==> src/rtl/sfifo_pkg.sv <==
// sfifo shared constants: default geometry and derived widths.
// Pointer width is log2(depth); count width is one bit wider.
package sfifo_pkg;

  localparam int DWIDTH_DEF = 16;
  localparam int DEPTH_DEF  = 16;

  function automatic int ptr_w(input int depth);
    return $clog2(depth);
  endfunction

  localparam int PTR_W = ptr_w(DEPTH_DEF);
  localparam int CNT_W = PTR_W + 1;

endpackage

==> src/rtl/sfifo_mem.sv <==
// sfifo storage: DEPTH x DWIDTH register array, no reset.
// Ports: clk; we/waddr/wdata sync write; re/raddr -> rdata sync read.
module sfifo_mem #(
  parameter int DWIDTH = 16,
  parameter int DEPTH  = 16,
  parameter int AW     = 4
) (
  input  logic              clk,
  input  logic              we,
  input  logic [AW-1:0]     waddr,
  input  logic [DWIDTH-1:0] wdata,
  input  logic              re,
  input  logic [AW-1:0]     raddr,
  output logic [DWIDTH-1:0] rdata
);

  logic [DWIDTH-1:0] mem [DEPTH];

  // Same-address read/write returns the old word (full FIFO rd+wr).
  always_ff @(posedge clk) begin
    if (we) mem[waddr] <= wdata;
    if (re) rdata <= mem[raddr];
  end

endmodule

==> src/rtl/sfifo.sv <==
// sfifo: synchronous FIFO, circular buffer with count and error flags.
// Ports: clk, rst (sync, active-high); wr/din/full/ovfl write side;
// rd/dout/empty/udfl read side. Macro SFIFO_STICKY_ERR_EN makes
// ovfl/udfl sticky until reset; otherwise they pulse for one cycle.
module sfifo
  import sfifo_pkg::*;
#(
  parameter int DWIDTH = DWIDTH_DEF,
  parameter int DEPTH  = DEPTH_DEF
) (
  input  logic              clk,
  input  logic              rst,
  input  logic              wr,
  input  logic [DWIDTH-1:0] din,
  output logic              full,
  output logic              ovfl,
  input  logic              rd,
  output logic [DWIDTH-1:0] dout,
  output logic              empty,
  output logic              udfl
);

  localparam int AW = ptr_w(DEPTH);
  localparam int CW = AW + 1;

  logic [AW-1:0]     wptr;
  logic [AW-1:0]     rptr;
  logic [CW-1:0]     cnt;
  logic [CW-1:0]     cnt_nxt;
  logic              rd_ok;
  logic              wr_ok;
  logic              ovfl_evt;
  logic              udfl_evt;
  logic              vld;
  logic [DWIDTH-1:0] rdata;

  assign rd_ok    = rd & ~empty;
  assign wr_ok    = wr & (~full | rd_ok);
  assign ovfl_evt = wr & full & ~rd_ok;
  assign udfl_evt = rd & empty;

  always_comb begin
    cnt_nxt = cnt;
    unique case ({wr_ok, rd_ok})
      2'b10:   cnt_nxt = cnt + 1'b1;
      2'b01:   cnt_nxt = cnt - 1'b1;
      default: cnt_nxt = cnt;
    endcase
  end

  always_ff @(posedge clk) begin
    if (rst) begin
      wptr  <= '0;
      rptr  <= '0;
      cnt   <= '0;
      empty <= 1'b1;
      full  <= 1'b0;
      ovfl  <= 1'b0;
      udfl  <= 1'b0;
      vld   <= 1'b0;
    end else begin
      if (wr_ok) wptr <= wptr + 1'b1;
      if (rd_ok) rptr <= rptr + 1'b1;
      if (rd_ok) vld  <= 1'b1;
      cnt   <= cnt_nxt;
      empty <= (cnt_nxt == '0);
      full  <= (cnt_nxt == CW'(DEPTH));
`ifdef SFIFO_STICKY_ERR_EN
      ovfl  <= ovfl | ovfl_evt;
      udfl  <= udfl | udfl_evt;
`else
      ovfl  <= ovfl_evt;
      udfl  <= udfl_evt;
`endif
    end
  end

  sfifo_mem #(
    .DWIDTH (DWIDTH),
    .DEPTH  (DEPTH),
    .AW     (AW)
  ) u_mem (
    .clk   (clk),
    .we    (wr_ok & ~rst),
    .waddr (wptr),
    .wdata (din),
    .re    (rd_ok & ~rst),
    .raddr (rptr),
    .rdata (rdata)
  );

  // Array has no reset; vld forces dout to zero until the first read.
  assign dout = vld ? rdata : '0;

endmodule

==> config.mk <==
export PLATFORM = sky130hd
export DESIGN_NAME = sfifo
export DESIGN_NICKNAME = d
export VERILOG_FILES = /design/src/rtl/sfifo_pkg.sv /design/src/rtl/sfifo_mem.sv /design/src/rtl/sfifo.sv
export SDC_FILE = /design/constraint.sdc
export NUM_CORES = 1
export LEC_CHECK = 0
export BUFFER_PORTS_ARGS = -buffer_cell sky130_fd_sc_hd__buf_2
export CORE_ASPECT_RATIO = 1.25
export CORE_MARGIN = 5
export CORE_UTILIZATION = 25
export CTS_CLUSTER_SIZE = 12
export DETAILED_ROUTE_END_ITERATION = 10
export PLACE_DENSITY = 0.36
export SYNTH_ARGS = -nofsm -noshare
export SYNTH_HDL_FRONTEND = slang
export SYNTH_SLANG_ARGS = --single-unit
export TNS_END_PERCENT = 10
==> constraint.sdc <==
create_clock -name clk -period 2.36 [get_ports clk]
set_input_delay 0.236 -clock clk [delete_from_list [all_inputs] [get_ports clk]]
set_output_delay 0.236 -clock clk [all_outputs]
set_load 0.03 [all_outputs]
==> results of run 1 <==
routing by layer:
metal | GRT usage | part of all wire | up-vias
li1 | - | - | 2334
met1 | 0.140 | 0.42 | 2818
met2 | 0.201 | 0.52 | 96
met3 | 0.0177 | 0.041 | 37
met4 | 0.0292 | 0.017 | 0
met5 | 0 | 0 | -
synth_stat cells (2+ instances only):
library cell	n	area, um2
nor2_1	30	113
xnor2_1	2	17.5
inv_1	5	18.8
and2_1	17	106
nor2b_1	3	18.8
nand4_1	2	12.5
o211ai_1	2	15.0
ha_1	8	100
buf_4	3	22.5
buf_1	2	7.51
clkbuf_1	7	26.3
edfxtp_1	272	8170
mux4_1	13	342
nand2b_1	4	25.0
mux4_2	67	1510
nand3_1	3	15.0
mux2i_1	2	20.0
a21oi_1	5	25.0
dfxtp_1	18	360
nor3_1	4	20.0
buf_6	4	45.0
o21ai_0	5	25.0
nand2_1	12	45.0
buf_12	3	60.1
buf_2	7	35.0
xor2_1	8	70.1
cell type report:
cell class | count | area share
clock buffers | 38 | 0.0592
diodes | 1 | 0.000185
inverters | 5 | 0.00139
flip-flops and latches | 290 | 0.630
multi-input cells | 198 | 0.197
repair buffers | 92 | 0.0527
clock inverters | 11 | 0.00527
well taps | 578 | 0.0534
registers in the layout, summed over array words and instances (netlist names):
signal and flops:
empty 1, vld 1, ovfl 1, udfl 1, u_mem.rdata 16, rptr 4, cnt 5, full 1
u_mem.mem 256, wptr 4
timing repair:
action	CTS	global route
gates cloned	0	0
resized for setup	1	8
pin swaps	3	3
buffers inserted	1	0
hold endpoints to repair	3	0
hold buffers	3	0
setup endpoints to repair	1	3
critical path, cell delays in order, from the launching register on:
cell and delay, ps:
dfxtp_2 330, nand2b_4 150, nand2_4 70, nand2_4 60, ha_4 160, xor2_1 180, ha_2 230, nor2_2 40
o31a_1 240, o211ai_1 210, xor2_1 250, and4bb_1 220
worst max-delay path by stage:
stage	endpoint	slack [ps]	depth (start not counted)
final	full	110	11
after global routing	full	-20	11
after CTS	full	6	11
after detailed placement	full	-2	11
after global placement	full	30	11
after floorplan	u_mem.mem[0][0]	-150	4
layout by cell type (no fill, tap or decap), drive strengths merged, types with 10 or more instances in the layout:
master	count
edfxtp	272
dfxtp	18
nand2	12
clkinv	10
buf	89
mux4	80
clkbuf	38
and2	17
nor2	30
power breakdown:
part / switching (mW) / leakage [nW] / internal (mW)
Clock: 1.88 / 0.427 / 2.47
Combinational: 0.814 / 1.27 / 0.760
Sequential: 0.0908 / 2.60 / 5.77
Total: 2.78 / 4.29 / 9.00
logic make-up after synthesis:
logic type               after synthesis  synth area share
AO/OA/AOI/OAI                         18           0.00994
flip-flops                           290             0.753
adder cells (fa/ha/maj)                8           0.00884
multiplexers                          82             0.165
XOR/XNOR                              10           0.00773
AND/OR/NAND/NOR                       80            0.0353
buffers and inverters                 32            0.0203
stage by stage:
stage	area, um2	utilization
2_1_floorplan	11300	-
3_3_place_gp	12600	0.280
3_5_place_dp	12600	0.280
4_1_cts	13500	0.300
5_1_grt	13500	0.301
6_report	13500	0.301
==> flow_summary_export.csv, run 1 <==
group,metric,value,unit
run_status,status,"finished, final reports clean",
synth,ys_ff_latch,290,
drt,drt_iter0_drc,220,
global_route,overflow,0,
pwr,ir_drop,515,uV
hold_path,hold_depth,1,
cts,clockBufferDepth,3,
layout,drive_above_1_share,0.344,
drt,firstDrtPassIters,4,
synth,synth_cells,520,
synth,synth.distinct_cells,38,
pwr,leakagePower,4.29,nW
global_route,grt_max_degree,41,
cts,clk_pin_slew_worst_paths,60,ps
synth,synth_ff_type,"edfxtp_1",
cts,ctsHtreeMaxLevel,1,
timing,drv_slew,0,
global_route,antenna_found_initial,1,
drt,vias,5285,
setup_path,critical_path_class,"reg2reg",
drt,ant_nets,0,
hold_path,hp-start,"din[10]",
drt,routedWlPerCell,22.7,um
layout,fin_nets,645,
run,maxCapViolCount,0,
die,fp.dieH,248,um
setup_path,reg2reg_to,"full",
timing,relSlewSlack,0.686,
timing,hold_viol,0,
die,num_io_pins,40,
layout,final_cell_count_no_fill,1213,
pwr,power,11.8,mW
die,num_rows,87,
placed_design,portBuffers,39,
placed_design,gp_congestion,0.715,
layout,regArea,8530,um2
cts,clock_latency,560,ps
die,start_util,0.252,
timing,setup_ws,110,ps
setup_path,regToRegSetupSlack,110,ps
global_route,grt_pass1_wl,40700,um
die,die_w,200,um
synth,synth.net_count,548,
timing,period_share,0.953,
timing,worst_pin_slew,470,ps
global_route,grt_usage,0.111,
die,coreArea,45000,um2
timing,worst_clock_skew,16.9,ps
cts,cts.sinks,290,
setup_path,required,2810,ps
setup_path,startpoint,"empty",
hold_path,whs_endpoint,"u_mem.mem[2][10]",
layout,multi_input_area,2670,um2
timing,period_minus_slack,2250,ps
setup_path,endpoint_kind,"flop",
synth,avgSynthCellArea,21.8,um2
pwr,pwr_density_cell,870,nW/um2
timing,whs,57.4,ps
die,dieArea,49700,um2
hold_path,hold_class,"in2reg",
synth,ys_warn_count,0,
synth,synthesis.area,11300,um2
setup_path,startpoint_type,"flop",
drt,wirelength,27500,um
global_route,grt_pass1_vias,5738,
timing,setup_viol,0,
timing,fmax,0.445,GHz
cts,cts_tree,"done",
setup_path,crit_fanout,3,
drt,drc,0,
layout,fillCellCount,4327,
synth,synth_enable_flop_cells,272,
layout,area_growth,19.5,%
cts,cts-root-buf,"clkbuf_16",
timing,tns,0,ps
setup_path,arrival,2700,ps
synth,yosysSeqAreaShare,0.753,
placed_design,post-place-cells,1159,
setup_path,r2r_cells,11,
placed_design,place_hpwl,16700,um
drt,vias_per_cell,4.36,
setup_path,r2r_start,"empty",
cts,cts_buffers,30,
placed_design,place_ws,-2.47,ps
synth,async_reset_ff_frac,0,
(Power assumes the default switching activity.)
==> run 2: changes to the inputs <==
--- a/config.mk
+++ b/config.mk
@@ -14,5 +14,6 @@
 export PLACE_DENSITY = 0.36
 export SYNTH_ARGS = -nofsm -noshare
 export SYNTH_HDL_FRONTEND = slang
+export SYNTH_HIERARCHICAL = 1
 export SYNTH_SLANG_ARGS = --single-unit
 export TNS_END_PERCENT = 10
==> run 2 against run 1 <==
  * Maximum frequency down 1.7%
  * Non-clock buffer count up 6
  * Critical endpoint unchanged
  * Critical path depth is 1 higher
  * Clock skew decreased by 1.1 ps
  * Power is 2.6% lower
  * Utilization increased by 0.57 points
  * First-iteration DRC count up 3.6%
  * Highest routed layer unchanged
  * Wire length rose by 0.49%
  * Sequential power down 0.9%
==> flow_summary_export.csv, run 2 <==
group,metric,value,unit
synth,ys_ff_latch,290,
die,dieArea,49100,um2
layout,reg_top3,"u_mem/mem (256), u_mem/rdata (16), cnt (5)",
pwr,leakagePower,4.32,nW
synth,synth_common_cells,"edfxtp_1 (272), mux4_2 (54), a22oi_1 (32), nand2_1 (29), nor2_1 (27)",
placed_design,place_hpwl,16800,um
layout,layout_commonest_cell,"edfxtp_1",
pwr,p_sw_frac,0.232,
timing,setup_viol,0,
layout,regMostFlops,"u_mem/mem",
synth,yosysSeqAreaShare,0.763,
synth,ys_warn_count,6,
pwr,p_switching,2.66,mW
setup_path,startpoint_type,"flop",
pwr,pwr_density_cell,846,nW/um2
pwr,ir_drop,519,uV
global_route,grt_pass1_wl,41000,um
pwr,internal_power,8.82,mW
placed_design,gp_congestion,0.721,
timing,hold_viol,0,
die,coreArea,44200,um2
die,num_rows,86,
setup_path,endpoint_kind,"flop",
timing,period_share,0.970,
layout,antenna_cells,0,
drt,routedWlPerCell,22.3,um
timing,fmax,0.437,GHz
timing,period_minus_slack,2290,ps
timing,worst_clock_skew,15.8,ps
global_route,grt_max_degree,38,
synth,avgSynthCellArea,20.5,um2
setup_path,critical_path_class,"reg2reg",
die,num_io_pins,40,
synth,synthesis.area,11200,um2
layout,area_growth,21.4,%
timing,worst_pin_slew,1110,ps
synth,yosysTopAreaCell,"edfxtp_1",
synth,synth_cells,546,
setup_path,crit_fanout,2,
placed_design,portBuffers,39,
pwr,seq_power_share,0.506,
layout,fillCellCount,4262,
layout,largest_reg_flops,256,
global_route,grt_usage,0.114,
setup_path,arrival,2790,ps
drt,wirelength,27700,um
drt,drc,0,
placed_design,place_area,12600,um2
setup_path,required,2860,ps
cts,clk_pin_slew_worst_paths,60,ps
pwr,p_clk_frac,0.383,
pwr,combPwrFrac,0.111,
drt,drt_iter0_drc,228,
drt,vias_per_cell,4.46,
timing,relSlewSlack,0.255,
synth,synth.area.top_cells,"edfxtp_1 (73%), mux4_2 (11%), dfxtp_1 (3.2%)",
cts,cts.sinks,290,
synth,synth.net_count,571,
synth,synth.distinct_cells,45,
run_status,status,"finished, final reports clean",
cts,ctsHtreeMaxLevel,1,
layout,layout_common_cells,"edfxtp_1 (272), mux4_2 (54), buf_4 (46)",
die,fp.dieH,246,um
setup_path,regToRegSetupSlack,70,ps
layout,final_core_util,0.307,
hold_path,hold_class,"in2reg",
synth,async_reset_ff_frac,0,
drt,ant_nets,0,
synth,synth_enable_flop_cells,272,
synth,synth_ff_type,"edfxtp_1",
drt,vias,5547,
synth,post-synth-top-count-cell,"edfxtp_1",
layout,fin_nets,677,
cts,clock_latency,570,ps
cts,clockBufferDepth,3,
cts,cts_buffers,30,
synth,yosys.area.top_type_share,0.731,
die,die_w,199,um
global_route,overflow,0,
die,start_util,0.253,
run,maxCapViolCount,0,
global_route,antenna_found_initial,0,
drt,firstDrtPassIters,4,
layout,stdcell_area,13600,um2
global_route,grt_pass1_vias,6116,
timing,drv_slew,0,
timing,tns,0,ps
cts,cts-root-buf,"clkbuf_16",
layout,drive_above_1_share,0.332,
timing,rsz0062_at_grt,"true",
cts,cts_tree,"done",
==> run 2: cell types whose count changed in the layout (fill, tap and decap cells not counted), sizes merged, moves of 3 or more <==
cell / before / now
a22oi: 0 / 32
nand2: 12 / 29
mux4: 80 / 64
buf: 89 / 96
clkbuf: 38 / 42
o21ai: 6 / 2
a21boi: 0 / 3
clkinv: 10 / 7
ha: 8 / 5
==> run 2: final timing paths <==
path / from / endpoint / cells past startpoint
setup / recovery: empty / full / 12
hold / removal: din[9] / u_mem/mem[8][9] / 1
setup reg to reg: empty / full / 12
hold reg to reg: full / ovfl / 2
==> run 2: critical path: stages (launching register included) <==
cell and delay [ps]:
dfxtp_4 340, nand2b_4 140, a21boi_4 160, inv_2 60, ha_4 160, xor2_1 150, ha_2 210, buf_4 140
a21oi_2 160, xnor2_1 100, nor2_2 150, mux2i_1 240, and4bb_1 210
==> run 2: cell type report <==
class                      count  area [um2]  share of cell area
inverter                       4        15.0             0.00111
clock inverter                 9        63.8             0.00470
tap                          572         716              0.0527
timing repair buffer          98         763              0.0562
clock buffer                  42         817              0.0602
multi-input combinational    228        2660               0.196
sequential                   290        8540               0.629
==> run 2: cell families (layout without fill, tap and decap cells) <==
logic type | count (synthesis) | in the layout | synth area share
flip-flops | 290 | 290 | 0.763
AND/OR/NAND/NOR | 99 | 99 | 0.0441
multiplexers | 67 | 67 | 0.135
AO/OA/AOI/OAI | 47 | 47 | 0.0310
buffers and inverters | 28 | 153 | 0.0134
XOR/XNOR | 10 | 10 | 0.00783
adder cells (fa/ha/maj) | 5 | 5 | 0.00560
==> run 2: power groups by stage <==
| stage | sequential, mW | clock (mW) | combinational (mW) |
|---|---|---|---|
| 2_1_floorplan | 5.91 | 0 | 0.854 |
| 3_3_place_gp | 5.91 | 0 | 1.27 |
| 3_5_place_dp | 5.91 | 0 | 1.28 |
| 4_1_cts | 5.81 | 4.56 | 1.28 |
| 5_1_grt | 5.82 | 4.76 | 1.40 |
| 6_report | 5.81 | 4.40 | 1.27 |
==> run 2: repair_timing <==
action                     4_1_cts  5_1_grt
resized for setup                0       11
buffers inserted                 0        4
setup endpoints to repair        0       42
hold endpoints to repair         2        0
hold buffers                     2        0
==> run 2: metrics by stage <==
stage	instances	hold slack (ps)	setup slack [ps]	power, mW
5_1_grt	1243	36.9	-36.2	12.0
3_5_place_dp	1186	472	49.2	7.19
6_report	1243	48.6	71.3	11.5
3_3_place_gp	1186	468	40.1	7.17
2_1_floorplan	546	335	-6.73	6.77
4_1_cts	1239	20.5	28.4	11.6
==> run 2: per-layer routing <==
| layer | global-route usage | vias to the layer above | routed length, um |
|---|---|---|---|
| met5 | 0 | - | 0 |
| met4 | 0.0366 | 0 | 718 |
| met3 | 0.0194 | 43 | 1060 |
| met2 | 0.200 | 103 | 14200 |
| met1 | 0.144 | 2956 | 11700 |
| li1 | - | 2445 | - |
==> run 3: changes to the inputs <==
--- a/config.mk
+++ b/config.mk
@@ -8,10 +8,10 @@
 export BUFFER_PORTS_ARGS = -buffer_cell sky130_fd_sc_hd__buf_2
 export CORE_ASPECT_RATIO = 1.25
 export CORE_MARGIN = 5
-export CORE_UTILIZATION = 25
+export CORE_UTILIZATION = 55
 export CTS_CLUSTER_SIZE = 12
 export DETAILED_ROUTE_END_ITERATION = 10
-export PLACE_DENSITY = 0.36
+export PLACE_DENSITY = 0.71
 export SYNTH_ARGS = -nofsm -noshare
 export SYNTH_HDL_FRONTEND = slang
 export SYNTH_HIERARCHICAL = 1
==> run 3 against run 2 <==
  * Wire length decreased by 18%
  * Clock skew decreased by 5.9 ps
  * Sequential power about the same
  * Register-to-register slack got worse by 40 ps
  * Global-route usage up 8.7 points
  * Critical path depth down 1
==> flow_summary_export.csv, run 3 (same netlist as run 2, synthesis figures left out) <==
group,metric,value,unit
pwr,leakagePower,4.27,nW
placed_design,portBuffers,39,
setup_path,endpoint_kind,"flop",
setup_path,critical_path.cell_chain,"nand2b_4 > a21boi_4 > inv_2 > ha_4 > xor2_2 > ha_2 > mux2_4 > o21ai_2 > nand3_2 > xor2_2 > and4bb_1",
layout,final_core_util,0.649,
drt,wirelength,22600,um
layout,final_cell_count_no_fill,930,
timing,period_minus_slack,2330,ps
setup_path,crit_top_cell,"xor2_2",
drt,vias,5568,
cts,clockBufferDepth,3,
layout,layout_common_cells,"edfxtp_1 (272), mux4_2 (54), buf_4 (45)",
global_route,overflow,0,
placed_design,place_hpwl,13400,um
timing,drv_slew,0,
timing,period_share,0.986,
timing,setup_viol,0,
setup_path,critPathBufInv,1,
timing,rsz0062_at_grt,"true",
die,coreArea,20100,um2
drt,firstDrtPassIters,5,
cts,cts.sinks,290,
setup_path,r2r_start,"empty",
layout,reg_top3,"u_mem/mem (256), u_mem/rdata (16), cnt (5)",
pwr,pwr_density_cell,843,nW/um2
timing,fmax,0.430,GHz
layout,drive_above_1_share,0.326,
placed_design,post-place-cells,879,
cts,clock_latency,520,ps
setup_path,arrival,2740,ps
global_route,grt_pass1_wl,34500,um
die,start_util,0.556,
setup_path,critical_path_class,"reg2reg",
die,num_rows,58,
cts,ctsHtreeMaxLevel,1,
run_status,status,"finished, final reports clean",
timing,worst_clock_skew,9.84,ps
setup_path,required,2770,ps
setup_path,reg2reg_to,"full",
cts,clk_pin_slew_worst_paths,60,ps
timing,whs,76.2,ps
drt,routedWlPerCell,24.3,um
global_route,grt_usage,0.202,
setup_path,cp_slowest_cell,"dfxtp_4",
cts,cts_tree,"done",
layout,layout_commonest_cell,"edfxtp_1",
drt,drc,0,
layout,regMostFlops,"u_mem/mem",
die,die_w,138,um
hold_path,hold_depth,1,
layout,fin_nets,671,
die,num_io_pins,40,
setup_path,startpoint_type,"flop",
setup_path,crit_path_max_incr_delay,340,ps
drt,ant_nets,0,
drt,vias_per_cell,5.99,
setup_path,crit_fanout,3,
cts,cts-root-buf,"clkbuf_16",
global_route,grt_max_degree,47,
placed_design,gp_congestion,0.743,
hold_path,hold_class,"in2reg",
hold_path,hp-start,"din[10]",
pwr,ir_drop,559,uV
drt,drt_iter0_drc,450,
timing,worst_pin_slew,633,ps
layout,antenna_cells,0,
layout,largest_reg_flops,256,
setup_path,cpLargestDelayFamily,"simple AND/OR/NAND/NOR gates",
timing,hold_viol,0,
pwr,power,11.0,mW
cts,cts_buffers,28,
global_route,antenna_found_initial,0,
hold_path,whs_endpoint,"u_mem/mem[13][10]",
setup_path,regToRegSetupSlack,30,ps
timing,relSlewSlack,0.572,
run,maxCapViolCount,0,
global_route,grt_pass1_vias,5821,
layout,area_growth,16.7,%
die,fp.dieH,169,um
die,dieArea,23300,um2
setup_path,r2r_cells,11,
==> run 3: cell types whose count changed in the layout (fill, tap and decap cells not counted), moves of 2 or more <==
cell / delta
buf_6: -2
clkbuf_16: -2
clkbuf_8: +2
clkinv_1: -6
nor2b_1: +2
nor2b_2: -2
nor3_2: +3
nor3_4: -3
==> run 3: worst max-delay path by stage <==
| stage | start | depth (start not counted) | slack [ps] | end |
|---|---|---|---|---|
| floorplan | empty | 11 | -7 | full |
| global route | empty | 12 | -100 | full |
| detailed placement | empty | 11 | 9 | full |
| global placement | empty | 11 | 60 | full |
| finish | empty | 11 | 30 | full |
| CTS | empty | 11 | 0.7 | full |
==> run 3: timing repair <==
item,in CTS,in global routing
setup buffers,3,2
hold buffers,2,0
pin swaps,4,5
resized for setup,3,6
hold endpoints to repair,2,0
setup endpoints to repair,1,3
==> run 3: area by class of cell <==
class                           count  area [um2]
Timing Repair Buffer               94         713
Tap cell                          270         338
Clock inverter                      1        3.75
Fill cell                        1324        7060
Sequential cell                   290        8540
Multi-Input combinational cell    228        2640
Inverter                            4        15.0
Clock buffer                       43         798
==> run 3: per-stage QoR <==
stage,cell area [um2],setup slack [ps],setup TNS (ps)
5_1_grt,13000,-102,-214
4_1_cts,13000,0.729,0
6_report,13000,32.4,0
2_1_floorplan,11200,-6.73,-241
3_5_place_dp,12100,9.18,0
3_3_place_gp,12100,62.0,0
==> run 3: worst register-to-register path, cell delays in order (launching register included) <==
cell and delay (ps):
dfxtp_4 340, nand2b_4 150, a21boi_4 140, inv_2 60, ha_4 170, xor2_2 160, ha_2 210, mux2_4 300
o21ai_2 120, nand3_2 110, xor2_2 230, and4bb_1 220
==> run 3: power breakdown <==
part	total [mW]	switching [mW]	internal [mW]
clock	3.96	1.67	2.29
combinational	1.22	0.629	0.593
sequential	5.81	0.0695	5.74
total	11.0	2.37	8.62
==> run 3: routing by layer <==
metal / global-route usage / vias up / wire length [um]
met5: 0 / - / 0
met4: 0.0495 / 0 / 493
met3: 0.0282 / 34 / 1350
met2: 0.345 / 197 / 12000
met1: 0.277 / 2912 / 8790
li1: - / 2425 / -
